--- src/rtl/rf_read_arbiter.sv ---
// Round-robin read arbiter for two requesters sharing one 32:1 register-read MUX.
// Each read walks IDLE -> READ -> RESP; all outputs come straight from flops.
module rf_read_arbiter #(
  parameter bit ZERO_REG_HARDWIRED = 1'b1
) (
  input  logic        Clk,
  input  logic        Rst,
  input  logic        Req0,
  input  logic [4:0]  Addr0,
  input  logic        Req1,
  input  logic [4:0]  Addr1,
  input  logic [31:0] MuxF,
  output logic [4:0]  Sel,
  output logic        Gnt0,
  output logic        Gnt1,
  output logic        Valid0,
  output logic        Valid1,
  output logic [31:0] Data,
  output logic        Busy
);

  typedef enum logic [1:0] {
    IDLE = 2'd0,
    READ = 2'd1,
    RESP = 2'd2
  } state_t;

  state_t      state_r, state_nxt_s;
  logic        last_r, last_nxt_s;
  logic        win_r, win_nxt_s, win_s, any_req_s;
  logic [4:0]  sel_r, sel_nxt_s;
  logic [31:0] data_r, data_nxt_s;
  logic        gnt0_r, gnt1_r, gnt0_nxt_s, gnt1_nxt_s;
  logic        valid0_r, valid1_r, valid0_nxt_s, valid1_nxt_s;
  logic        busy_r, busy_nxt_s;

  // Register 0 reads as zero when hardwired, otherwise passes the MUX value.
  function automatic logic [31:0] gate_zero(input logic [4:0] sel, input logic [31:0] muxf);
    logic [31:0] res;
    if (ZERO_REG_HARDWIRED && (sel == 5'd0)) begin
      res = 32'h0000_0000;
    end else begin
      res = muxf;
    end
    return res;
  endfunction

  // Arbitration: a lone request wins; on a tie the requester that did not win last time goes.
  always_comb begin
    any_req_s = Req0 | Req1;
    if (Req0 && Req1) begin
      win_s = ~last_r;
    end else if (Req1) begin
      win_s = 1'b1;
    end else begin
      win_s = 1'b0;
    end
  end

  // Next-state logic.
  always_comb begin
    state_nxt_s = IDLE;
    case (state_r)
      IDLE: begin
        if (any_req_s) begin
          state_nxt_s = READ;
        end else begin
          state_nxt_s = IDLE;
        end
      end
      READ:    state_nxt_s = RESP;
      RESP:    state_nxt_s = IDLE;
      default: state_nxt_s = IDLE;
    endcase
  end

  // Next values for the output flops; Req/Addr only reach Sel through a flop.
  always_comb begin
    sel_nxt_s    = sel_r;
    data_nxt_s   = data_r;
    last_nxt_s   = last_r;
    win_nxt_s    = win_r;
    gnt0_nxt_s   = 1'b0;
    gnt1_nxt_s   = 1'b0;
    valid0_nxt_s = 1'b0;
    valid1_nxt_s = 1'b0;
    busy_nxt_s   = (state_nxt_s != IDLE);
    case (state_r)
      IDLE: begin
        if (any_req_s) begin
          sel_nxt_s  = win_s ? Addr1 : Addr0;
          win_nxt_s  = win_s;
          last_nxt_s = win_s;
          gnt0_nxt_s = ~win_s;
          gnt1_nxt_s = win_s;
        end else begin
          sel_nxt_s  = sel_r;
        end
      end
      READ: begin
        data_nxt_s   = gate_zero(sel_r, MuxF);
        valid0_nxt_s = ~win_r;
        valid1_nxt_s = win_r;
      end
      RESP: begin
        data_nxt_s = data_r;
      end
      default: begin
        data_nxt_s = data_r;
      end
    endcase
  end

  // State register.
  always_ff @(posedge Clk or negedge Rst) begin
    if (!Rst) begin
      state_r <= IDLE;
    end else begin
      state_r <= state_nxt_s;
    end
  end

  // Output and arbitration-history registers; Last resets to 1 so requester 0 wins the first tie.
  always_ff @(posedge Clk or negedge Rst) begin
    if (!Rst) begin
      sel_r    <= 5'd0;
      data_r   <= 32'h0000_0000;
      last_r   <= 1'b1;
      win_r    <= 1'b0;
      gnt0_r   <= 1'b0;
      gnt1_r   <= 1'b0;
      valid0_r <= 1'b0;
      valid1_r <= 1'b0;
      busy_r   <= 1'b0;
    end else begin
      sel_r    <= sel_nxt_s;
      data_r   <= data_nxt_s;
      last_r   <= last_nxt_s;
      win_r    <= win_nxt_s;
      gnt0_r   <= gnt0_nxt_s;
      gnt1_r   <= gnt1_nxt_s;
      valid0_r <= valid0_nxt_s;
      valid1_r <= valid1_nxt_s;
      busy_r   <= busy_nxt_s;
    end
  end

  assign Sel    = sel_r;
  assign Data   = data_r;
  assign Gnt0   = gnt0_r;
  assign Gnt1   = gnt1_r;
  assign Valid0 = valid0_r;
  assign Valid1 = valid1_r;
  assign Busy   = busy_r;

endmodule

--- config.mk ---
export PLATFORM = sky130hd
export DESIGN_NAME = rf_read_arbiter
export DESIGN_NICKNAME = d
export VERILOG_FILES = /design/src/rtl/rf_read_arbiter.sv
export SDC_FILE = /design/constraint.sdc
export NUM_CORES = 1
export LEC_CHECK = 0
export ABC_AREA = 0
export BUFFER_PORTS_ARGS = -buffer_cell sky130_fd_sc_hd__buf_4
export CAP_MARGIN = 20
export CORE_UTILIZATION = 43
export CTS_BUF_LIST = sky130_fd_sc_hd__clkbuf_4 sky130_fd_sc_hd__clkbuf_8
export DETAILED_ROUTE_END_ITERATION = 8
export HOLD_SLACK_MARGIN = 0.02
export PLACE_DENSITY = 0.78
export SYNTH_ARGS = -nofsm -noshare
export SYNTH_HDL_FRONTEND = slang
export SYNTH_SLANG_ARGS = --single-unit
--- constraint.sdc ---
create_clock -name Clk -period 1.4 [get_ports Clk]
set_input_delay 0.07 -clock Clk [delete_from_list [all_inputs] [get_ports Clk]]
set_output_delay 0.07 -clock Clk [all_outputs]
set_load 0.02 [all_outputs]
==> summary.txt, run 1 <==
Run status
  • Outcome: finished, violations left
  • Failing checks: negative setup slack

STA
  • F_max: 0.688 GHz
  • Min Tclk post-route: 1.45 ns
  • Final setup violation count: 27
  • Final Max Tran Viols: 0
  • Setup ws final: -0.0525 ns
  • RSZ-0062 raised after global routing: true
  • Final period utilization: 104%
  • Clk_skew: 0.00445 ns
  • Final Hold Violating Endpoints: 0
  • Slew HR: roughly 62%
  • Slew at the pin closest to its max-slew limit: 0.563 ns

Synthesis
  • Seq cells post-synth: between 40 and 50
  • Synth Cell Area: 1830 µm²
  • Sequential element share of the synthesized area: 62.9%
  • Count of different cell masters after synthesis: 23
  • Cells after synthesis: between 150 and 200
  • Top cells by area, synth: dfrtp_1, nand2_1, o21ai_0, o21ai_2, o21ai_1
  • Syn_nets: 224
  • Synth Warn #: 0
  • Synth Area per Inst: 10.3 µm²
  • Synth area leader: dfrtp_1
  • Post-synth top area share: between 60 and 70%

Clock network
  • Clk slew on worst S/H paths: 0.08 ns
  • Clock Latency Late Sink: 0.28 ns
  • Num CTS Buffers: 5
  • H-tree Lvls: 2
  • Clk root buf: clkbuf_8
  • Clock sinks: 46
  • Clock tree from TritonCTS: built
  • Max clock buf depth: 2

Power and ir drop
  • Switching power: 2.64 mW
  • PD cells: 2360 nW/µm²
  • Clock power frac: 12.1%
  • Sw frac: 40.2%
  • Pwr Total: 6.58 mW
  • Combinational Power Share: 52.1%
  • Int Pwr: 3.93 mW
  • Share of power burned in registers: between 30% and 40%
  • Peak supply drop: between 0.0015 and 0.002 V
  • Leak: between 1 and 1.5 nW

Critical path
  • Setup CP Type: reg -> reg
  • Req. time, crit path: 1.57 ns
  • Flop-to-flop setup slack: -0.05 ns
  • Largest stage delay, worst path: 0.54 ns
  • Worst Setup Start Kind: register
  • CP startpoint: Sel[0]$_DFFE_PN0P_
  • Endpoint class of the critical path: register
  • Reg2reg start: Sel[0]$_DFFE_PN0P_
  • FF-to-FF End: Data[27]$_DFFE_PN0N_
  • CP Max Fanout: 23
  • CP cell instances: or4_4 > nor2_4 > buf_12 > o21ai_1
  • Worst Reg-to-Reg Cells: 4
  • Worst Setup EP: Data[27]$_DFFE_PN0N_
  • Crit-path slowest cell: or4_4
  • CP arrival: around 1.6 ns

Route
  • First-pass iteration count of the detailed router: 4
  • Number of vias per cell: 4.77
  • Antenna-violating nets left: 0
  • Final wirelength: 4.11 mm
  • Routed vias: ~1600
  • Initial DRC Count: a little under 90
  • WL/cell: 12.3 µm
  • DRC Markers: 0

Final layout
  • Multi-input gate area: between 600 and 700 µm²
  • Most common cell after layout, fill and taps aside: buf_4
  • Design area: 2790 µm²
  • Fill cell count: 333
  • Most frequent cells in the layout: buf_4, nand2_1, dfrtp_1, o21ai_1, dlygate4sd3_1
  • Final #Nets: 328
  • Storage element area: 1150 µm²
  • Share of cells above drive strength 1: 42.4%
  • Layout Area Growth over Synthesis: 52.1%
  • N_diodes: 0

Global route
  • Initial antenna violation count: 0
  • Total grt overflow: 0
  • GRT Resource Usage Total: 19.8%
  • Largest net degree at the start of global routing: 47
  • Number of global-route vias before repair: 1602
  • First-pass GRT wire length: about 6.7 mm

Place
  • Post-DP HPWL: 2.88 mm
  • Placer's final routability congestion estimate: 0.705
  • Dpl cell area: 2580 µm²
  • Port bufs: 87
  • Dpl ws: -0.0649 ns

Floorplanning
  • I/O pins: 88
  • Die area: about 4500 µm²
  • Initial Util: 45.2%
  • Std-Cell Rows: 23
  • Die width: 67.3 µm
  • Die extent in y: 67.3 µm
  • Core area: 4060 µm²

Run
  • # Max-Cap Violations: 0

Hold path
  • Worst Hold Class: in -> reg
-- worst min-delay path by stage --
stage	start	to	slack, ns	cells after the start
6_report	MuxF[9]	Data[9]$_DFFE_PN0N_	0.03	3
4_1_cts	Addr0[1]	Sel[1]$_DFFE_PN0P_	0.02	2
5_1_grt	MuxF[12]	Data[12]$_DFFE_PN0N_	0.02	3
2_1_floorplan	Rst	Busy$_DFF_PN0_	-0.23	0
3_5_place_dp	Rst	Data[22]$_DFFE_PN0N_	0.10	1
3_3_place_gp	Rst	Data[25]$_DFFE_PN0N_	0.10	1
-- registers in the layout, summed over array words and instances, names as in the netlist --
signal / count
last_r: 1
Valid1: 1
Gnt0: 1
Busy: 1
win_r: 1
state_r: 2
Gnt1: 1
Data: 32
Sel: 5
Valid0: 1
-- Yosys cell counts --
master,instances
dfrtp_1,45
buf_6,3
buf_2,4
nand2_1,65
dfstp_2,1
inv_2,1
and2_1,2
a21o_1,2
or4_4,1
clkbuf_1,3
o21ai_0,21
a21boi_2,1
inv_1,1
nor2_1,3
o21ai_2,5
mux2_2,2
and3_1,4
nor4_2,1
nand2b_1,1
o21ai_1,7
a221o_2,1
a221o_1,3
nor2_4,1
-- per-stage QoR --
step / hold WS [ns] / cells / utilization (%) / TNS [ns]
2_1_floorplan: -0.226 / 178 / - / -1.79
3_3_place_gp: 0.103 / 315 / 63.7 / -0.544
3_5_place_dp: 0.104 / 315 / 63.7 / -0.788
4_1_cts: 0.0204 / 333 / 68.4 / -1.01
5_1_grt: 0.0230 / 333 / 68.7 / -2.66
6_report: 0.0293 / 333 / 68.7 / -0.862
-- power by group through the flow --
stage | sequential (mW) | combinational (mW) | clock [mW]
after detailed placement | 2.37 | 3.41 | 0
after floorplan | 3.03 | 1.24 | 0
after global routing | 2.42 | 3.81 | 0.865
after CTS | 2.35 | 3.46 | 0.826
final | 2.36 | 3.42 | 0.795
after global placement | 2.36 | 3.34 | 0
-- metal layers --
layer,global-route usage [%],routed length [µm]
met5,0,0
met4,5.59,20
met3,4.73,219
met2,36.5,2130
met1,22.5,1740
-- cell type report --
type	instances	area share [%]
Clock buffer	8	3.28
Inverter	2	0.269
Multi-Input combinational cell	120	22.1
Sequential cell	46	41.4
Tap cell	50	2.24
Timing Repair Buffer	107	30.7
-- kinds of logic after synthesis --
kind of cell | share of synthesized area [%]
AND/OR/NAND/NOR | 18.2
flip-flops | 62.9
AO/OA/AOI/OAI | 13.7
buffers and inverters | 3.96
multiplexers | 1.23
-- worst max-delay path, delay by kind of cell (launching register included) --
family	cells	cell delay, ns
AOI/OAI and AO/OA	1	0.09
buffers and inverters	1	0.18
DFF	1	0.40
and+or+nand+nor	2	0.68
-- repair_timing --
action	in CTS	in global routing
hold endpoints to repair	54	0
endpoints found under the setup margin	31	33
buffers inserted	0	0
resized for setup	5	5
hold buffers	10	0
Note: power is estimated with default switching activity, not from simulation.
==> inputs of run 2 (changes only) <==
==> constraint.sdc (replaced) <==
create_clock -name Clk -period 1.4 [get_ports Clk]
set_input_delay 0.21 -clock Clk [delete_from_list [all_inputs] [get_ports Clk]]
set_output_delay 0.21 -clock Clk [all_outputs]
set_load 0.02 [all_outputs]
==> run 2 against run 1 <==
Net effect:
- the flow still finishes with violations (negative setup slack)
- clock skew about the same
- worst hold slack improved by 0.13 ns
- power decreased by 0.41%
- sequential share of layout area is 1.4 points higher
- cell count decreased by 2.7%
- global-route usage is 0.40 points lower
- critical path type unchanged
- critical endpoint is now Data[3]$_DFFE_PN0N_
- largest power group unchanged
- highest routed layer unchanged
==> summary.txt, run 2 (same netlist as run 1, synthesis figures left out) <==
Critical path
  • Worst Setup Start Kind: register
  • CP arrival: 1.62 ns
  • Endpoint class of the critical path: register
  • Setup CP Type: reg -> reg
  • Req. time, crit path: 1.57 ns
  • CP Max Fanout: 23
  • Crit-path slowest cell: or4_4
  • Reg2reg start: Sel[0]$_DFFE_PN0P_
  • CP startpoint: Sel[0]$_DFFE_PN0P_
  • Flop-to-flop setup slack: -0.05 ns
  • CP cell instances: or4_4 > nor2_4 > buf_12 > o21ai_1
  • Largest stage delay, worst path: 0.54 ns

Hold path
  • Worst Hold Class: in -> reg
  • Min-delay src: Addr0[2]

Route
  • Number of vias per cell: 4.81
  • WL/cell: 12.4 µm
  • First-pass iteration count of the detailed router: 5
  • Final wirelength: approximately 4.0 mm
  • DRC Markers: 0
  • Initial DRC Count: 87
  • Antenna-violating nets left: 0
  • Routed vias: 1558

STA
  • Final Hold Violating Endpoints: 0
  • Clk_skew: approximately 0.0049 ns
  • Slew HR: 62.2%
  • Final setup violation count: 28
  • RSZ-0062 raised after global routing: true
  • Slew at the pin closest to its max-slew limit: between 0.5 and 0.6 ns
  • Final Max Tran Viols: 0
  • Final period utilization: 104%
  • Min Tclk post-route: around 1.5 ns
  • F_max: between 0.6 and 0.7 GHz
  • Hold WS: 0.156 ns
  • Setup ws final: -0.0519 ns

Power and ir drop
  • Peak supply drop: 0.00165 V
  • Leak: 1.39 nW
  • PD cells: between 2000 and 2500 nW/µm²
  • Pwr Total: roughly 6.5 mW

Final layout
  • Most frequent cells in the layout: buf_4, nand2_1, dfrtp_1, o21ai_1
  • Layout Area Growth over Synthesis: 47.2%
  • Final #Nets: 319
  • Max reg flops: 32
  • Non-Filler Instances: between 300 and 400
  • Most common cell after layout, fill and taps aside: buf_4
  • Share of cells above drive strength 1: 43.8%
  • Post-layout util: 66.5%
  • N_diodes: 0

Global route
  • GRT Resource Usage Total: between 10% and 20%
  • Number of global-route vias before repair: ~1600
  • Initial antenna violation count: 0
  • First-pass GRT wire length: 6.58 mm
  • Largest net degree at the start of global routing: 47
  • Total grt overflow: 0

Place
  • Placed Cells: 315
  • Port bufs: 87
  • Post-DP HPWL: 2.88 mm
  • Placer's final routability congestion estimate: just over 0.7

Run
  • # Max-Cap Violations: 0

Clock network
  • Clk slew on worst S/H paths: roughly 0.070 ns
  • Num CTS Buffers: 5
  • Post-CTS setup buffer count: 0
  • Clock Latency Late Sink: 0.28 ns
  • H-tree Lvls: 2
  • Clk root buf: clkbuf_8
  • Clock tree from TritonCTS: built
  • Clock sinks: 46
  • Max clock buf depth: 2

Floorplanning
  • Std-Cell Rows: 23
  • Die width: 67.3 µm
  • I/O pins: 88
  • Die area: 4530 µm²
  • Initial Util: 45.2%
  • Die extent in y: 67.3 µm
  • Core area: 4060 µm²

Run status
  • Outcome: finished, violations left
  • Failing checks: negative setup slack
[run 2: final timing paths]
path / to / cells after the start
setup reg to reg: Data[3]$_DFFE_PN0N_ / 4
setup / recovery: Data[3]$_DFFE_PN0N_ / 4
max in group asynchronous: Sel[0]$_DFFE_PN0P_ / 2
hold reg to reg: Valid0$_DFF_PN0_ / 1
hold / removal: Sel[2]$_DFFE_PN0P_ / 2
min in group asynchronous: Data[22]$_DFFE_PN0N_ / 2
[run 2: worst max-delay path, delay by kind of cell (launching register included)]
family / cells / cell delay [ns]
and+or+nand+nor: 2 / 0.68
DFF: 1 / 0.40
buffers and inverters: 1 / 0.18
AOI/OAI and AO/OA: 1 / 0.08
[run 2: repair_timing]
item | 4_1_cts | 5_1_grt
pin swaps | 0 | 0
gates resized for setup | 5 | 5
endpoints found under the setup margin | 31 | 33
hold buffers | 1 | 0
endpoints found under the hold margin | 45 | 0
[run 2: area by class of cell]
class                   count  area, µm²
repair buffers             98        767
clock buffers               8       91.3
well taps                  50       62.6
fillers                   347       1360
flip-flops and latches     46       1150
multi-input cells         120        616
inverters                   2       7.51
[run 2: through the flow]
| step | setup WS (ns) | setup TNS (ns) | instance area (µm²) |
|---|---|---|---|
| 2_1_floorplan | -0.0762 | -1.79 | 1830 |
| 3_3_place_gp | -0.0432 | -0.544 | 2580 |
| 3_5_place_dp | -0.0649 | -0.788 | 2580 |
| 4_1_cts | -0.0755 | -1.01 | 2690 |
| 5_1_grt | -0.126 | -2.66 | 2700 |
| 6_report | -0.0519 | -0.843 | 2700 |
[run 2: metal layers]
layer	up-vias	track usage (%)	share of wire (%)
met5	-	0	0
met4	0	5.59	0.50
met3	2	4.73	5.9
met2	49	35.6	52
met1	733	22.1	42
li1	774	-	-
[run 2: power breakdown]
part	total (mW)	internal, mW	switching (mW)
Sequential	2.35	1.98	0.372
Combinational	3.40	1.52	1.88
Clock	0.796	0.413	0.383
Total	6.55	3.92	2.63
==> inputs of run 3 (changes only) <==
Settings changed: CORE_MARGIN set to 2, RECOVER_POWER set to 50.
==> run 3 against run 2 <==
Net effect:
- the flow still finishes with violations (negative setup slack)
- critical path depth up 1
- combinational power up 14%
- wire length up 15%
- power up 7.6%
- final area up 7.0%
- via count up 4.7%
- highest routed layer unchanged
==> summary.txt, run 3 (same netlist as run 1, synthesis figures left out) <==
STA
  • Final Max Tran Viols: 0
  • Hold WS: roughly 0.15 ns
  • Clk_skew: 0.00900 ns
  • Setup ws final: -0.127 ns
  • RSZ-0062 raised after global routing: true
  • Final setup violation count: 32
  • Slew HR: between 50% and 60%
  • Final period utilization: 109%
  • Setup TNS Final: -3.36 ns
  • Slew at the pin closest to its max-slew limit: 0.634 ns
  • Final Hold Violating Endpoints: 0
  • F_max: 0.655 GHz
  • Min Tclk post-route: 1.53 ns

Critical path
  • Setup CP Type: reg -> reg
  • CP startpoint: Sel[3]$_DFFE_PN0P_
  • Endpoint class of the critical path: register
  • Req. time, crit path: 1.58 ns
  • CP arrival: between 1.5 and 2 ns
  • CP Max Fanout: 6
  • Flop-to-flop setup slack: -0.13 ns
  • Reg2reg start: Sel[3]$_DFFE_PN0P_
  • Worst Reg-to-Reg Cells: 5
  • Worst Setup Start Kind: register
  • FF-to-FF End: Data[18]$_DFFE_PN0N_

Run status
  • Outcome: finished, violations left
  • Failing checks: negative setup slack

Final layout
  • Storage element area: 1150 µm²
  • Max reg flops: 32
  • Design area: 2890 µm²
  • Multi-input gate area: 698 µm²
  • Fill cell count: 326
  • Most frequent cells in the layout: buf_4, nand2_1, dfrtp_1, o21ai_2, o21ai_1
  • N_diodes: 0
  • Post-layout util: 71.1%
  • Final #Nets: 326
  • Non-Filler Instances: 331
  • Layout Area Growth over Synthesis: 57.5%
  • Most common cell after layout, fill and taps aside: buf_4
  • Share of cells above drive strength 1: 52.0%

Place
  • Placed Cells: 316
  • Port bufs: 87
  • Dpl ws: -0.0880 ns
  • Dpl cell area: 2590 µm²
  • Placer's final routability congestion estimate: 0.721
  • Post-DP HPWL: 3.06 mm

Floorplanning
  • I/O pins: 88
  • Initial Util: 45.2%
  • Core area: 4060 µm²
  • Die area: 4800 µm²
  • Die width: 69.3 µm
  • Std-Cell Rows: 23
  • Die extent in y: 69.3 µm

Global route
  • First-pass GRT wire length: 6.93 mm
  • Number of global-route vias before repair: 1536
  • Total grt overflow: 0
  • Largest net degree at the start of global routing: 47
  • GRT Resource Usage Total: 18.0%
  • Initial antenna violation count: 0

Clock network
  • Num CTS Buffers: 5
  • Clock sinks: 46
  • Clock Latency Late Sink: 0.29 ns
  • Clock tree from TritonCTS: built
  • Clk root buf: clkbuf_8
  • Clk slew on worst S/H paths: 0.08 ns
  • H-tree Lvls: 2
  • Max clock buf depth: 2

Hold path
  • Worst Hold Class: in -> reg
  • Hold depth: 2
  • Min-delay src: Addr0[1]
  • Worst Hold End: Sel[1]$_DFFE_PN0P_

Route
  • WL/cell: 13.9 µm
  • Routed vias: around 1600
  • DRC Markers: 0
  • Final wirelength: 4.61 mm
  • First-pass iteration count of the detailed router: 4
  • Antenna-violating nets left: 0
  • Initial DRC Count: 113
  • Number of vias per cell: a little under 5

Power and ir drop
  • Pwr Total: ~7.0 mW
  • Leak: 1.47 nW
  • PD cells: 2440 nW/µm²
  • Peak supply drop: 0.00135 V

Run
  • # Max-Cap Violations: 0
==> run 3: cell types whose count changed in the layout (fill, tap and decap cells not counted), moves of 3 or more <==
cell       before  now
o21ai_1        28    6
clkbuf_16       0    3
clkbuf_1        0    3
o21ai_2         5   27
==> run 3: power breakdown <==
| part | internal, mW | switching (mW) |
|---|---|---|
| Clock | 0.413 | 0.407 |
| Sequential | 1.98 | 0.382 |
| Combinational | 1.76 | 2.10 |
| Total | 4.16 | 2.89 |
==> run 3: final cells by class <==
| class | count | area share (%) |
|---|---|---|
| flip-flops and latches | 46 | 40.0 |
| inverters | 2 | 0.260 |
| clock buffers | 8 | 3.16 |
| well taps | 50 | 2.17 |
| repair buffers | 105 | 30.3 |
| multi-input cells | 120 | 24.2 |
==> run 3: how the worst max path moves through the flow <==
| stage | cells past startpoint | slack, ns | to |
|---|---|---|---|
| final | 5 | -0.13 | Data[18]$_DFFE_PN0N_ |
| after global routing | 5 | -0.15 | Data[18]$_DFFE_PN0N_ |
| after CTS | 4 | -0.08 | Data[25]$_DFFE_PN0N_ |
| after detailed placement | 4 | -0.09 | Data[16]$_DFFE_PN0N_ |
| after global placement | 4 | -0.05 | Data[16]$_DFFE_PN0N_ |
| after floorplan | 4 | -0.08 | Data[0]$_DFFE_PN0N_ |
==> run 3: what timing repair did <==
item,CTS,global route
endpoints found under the setup margin,32,33
pin swaps,0,13
gates resized for setup,5,27
hold buffers,1,0
gates cloned,0,4
setup buffers,0,2
hold endpoints to repair,45,0
==> run 3: critical path, stage by stage, from the launching register on <==
cell and delay (ns):
dfrtp_1 0.39, or4_4 0.55, nor2_4 0.14, buf_12 0.14
clkbuf_16 0.14, o21ai_1 0.06
==> run 3: layer usage <==
metal  wire (µm)  vias to the layer above  global-route usage [%]
met2        2340                       59                    29.4
met3         316                        5                    7.56
met1        1920                      775                    22.8
met5           0                        -                       0
li1            -                      792                       -
met4          25                        0                    3.27
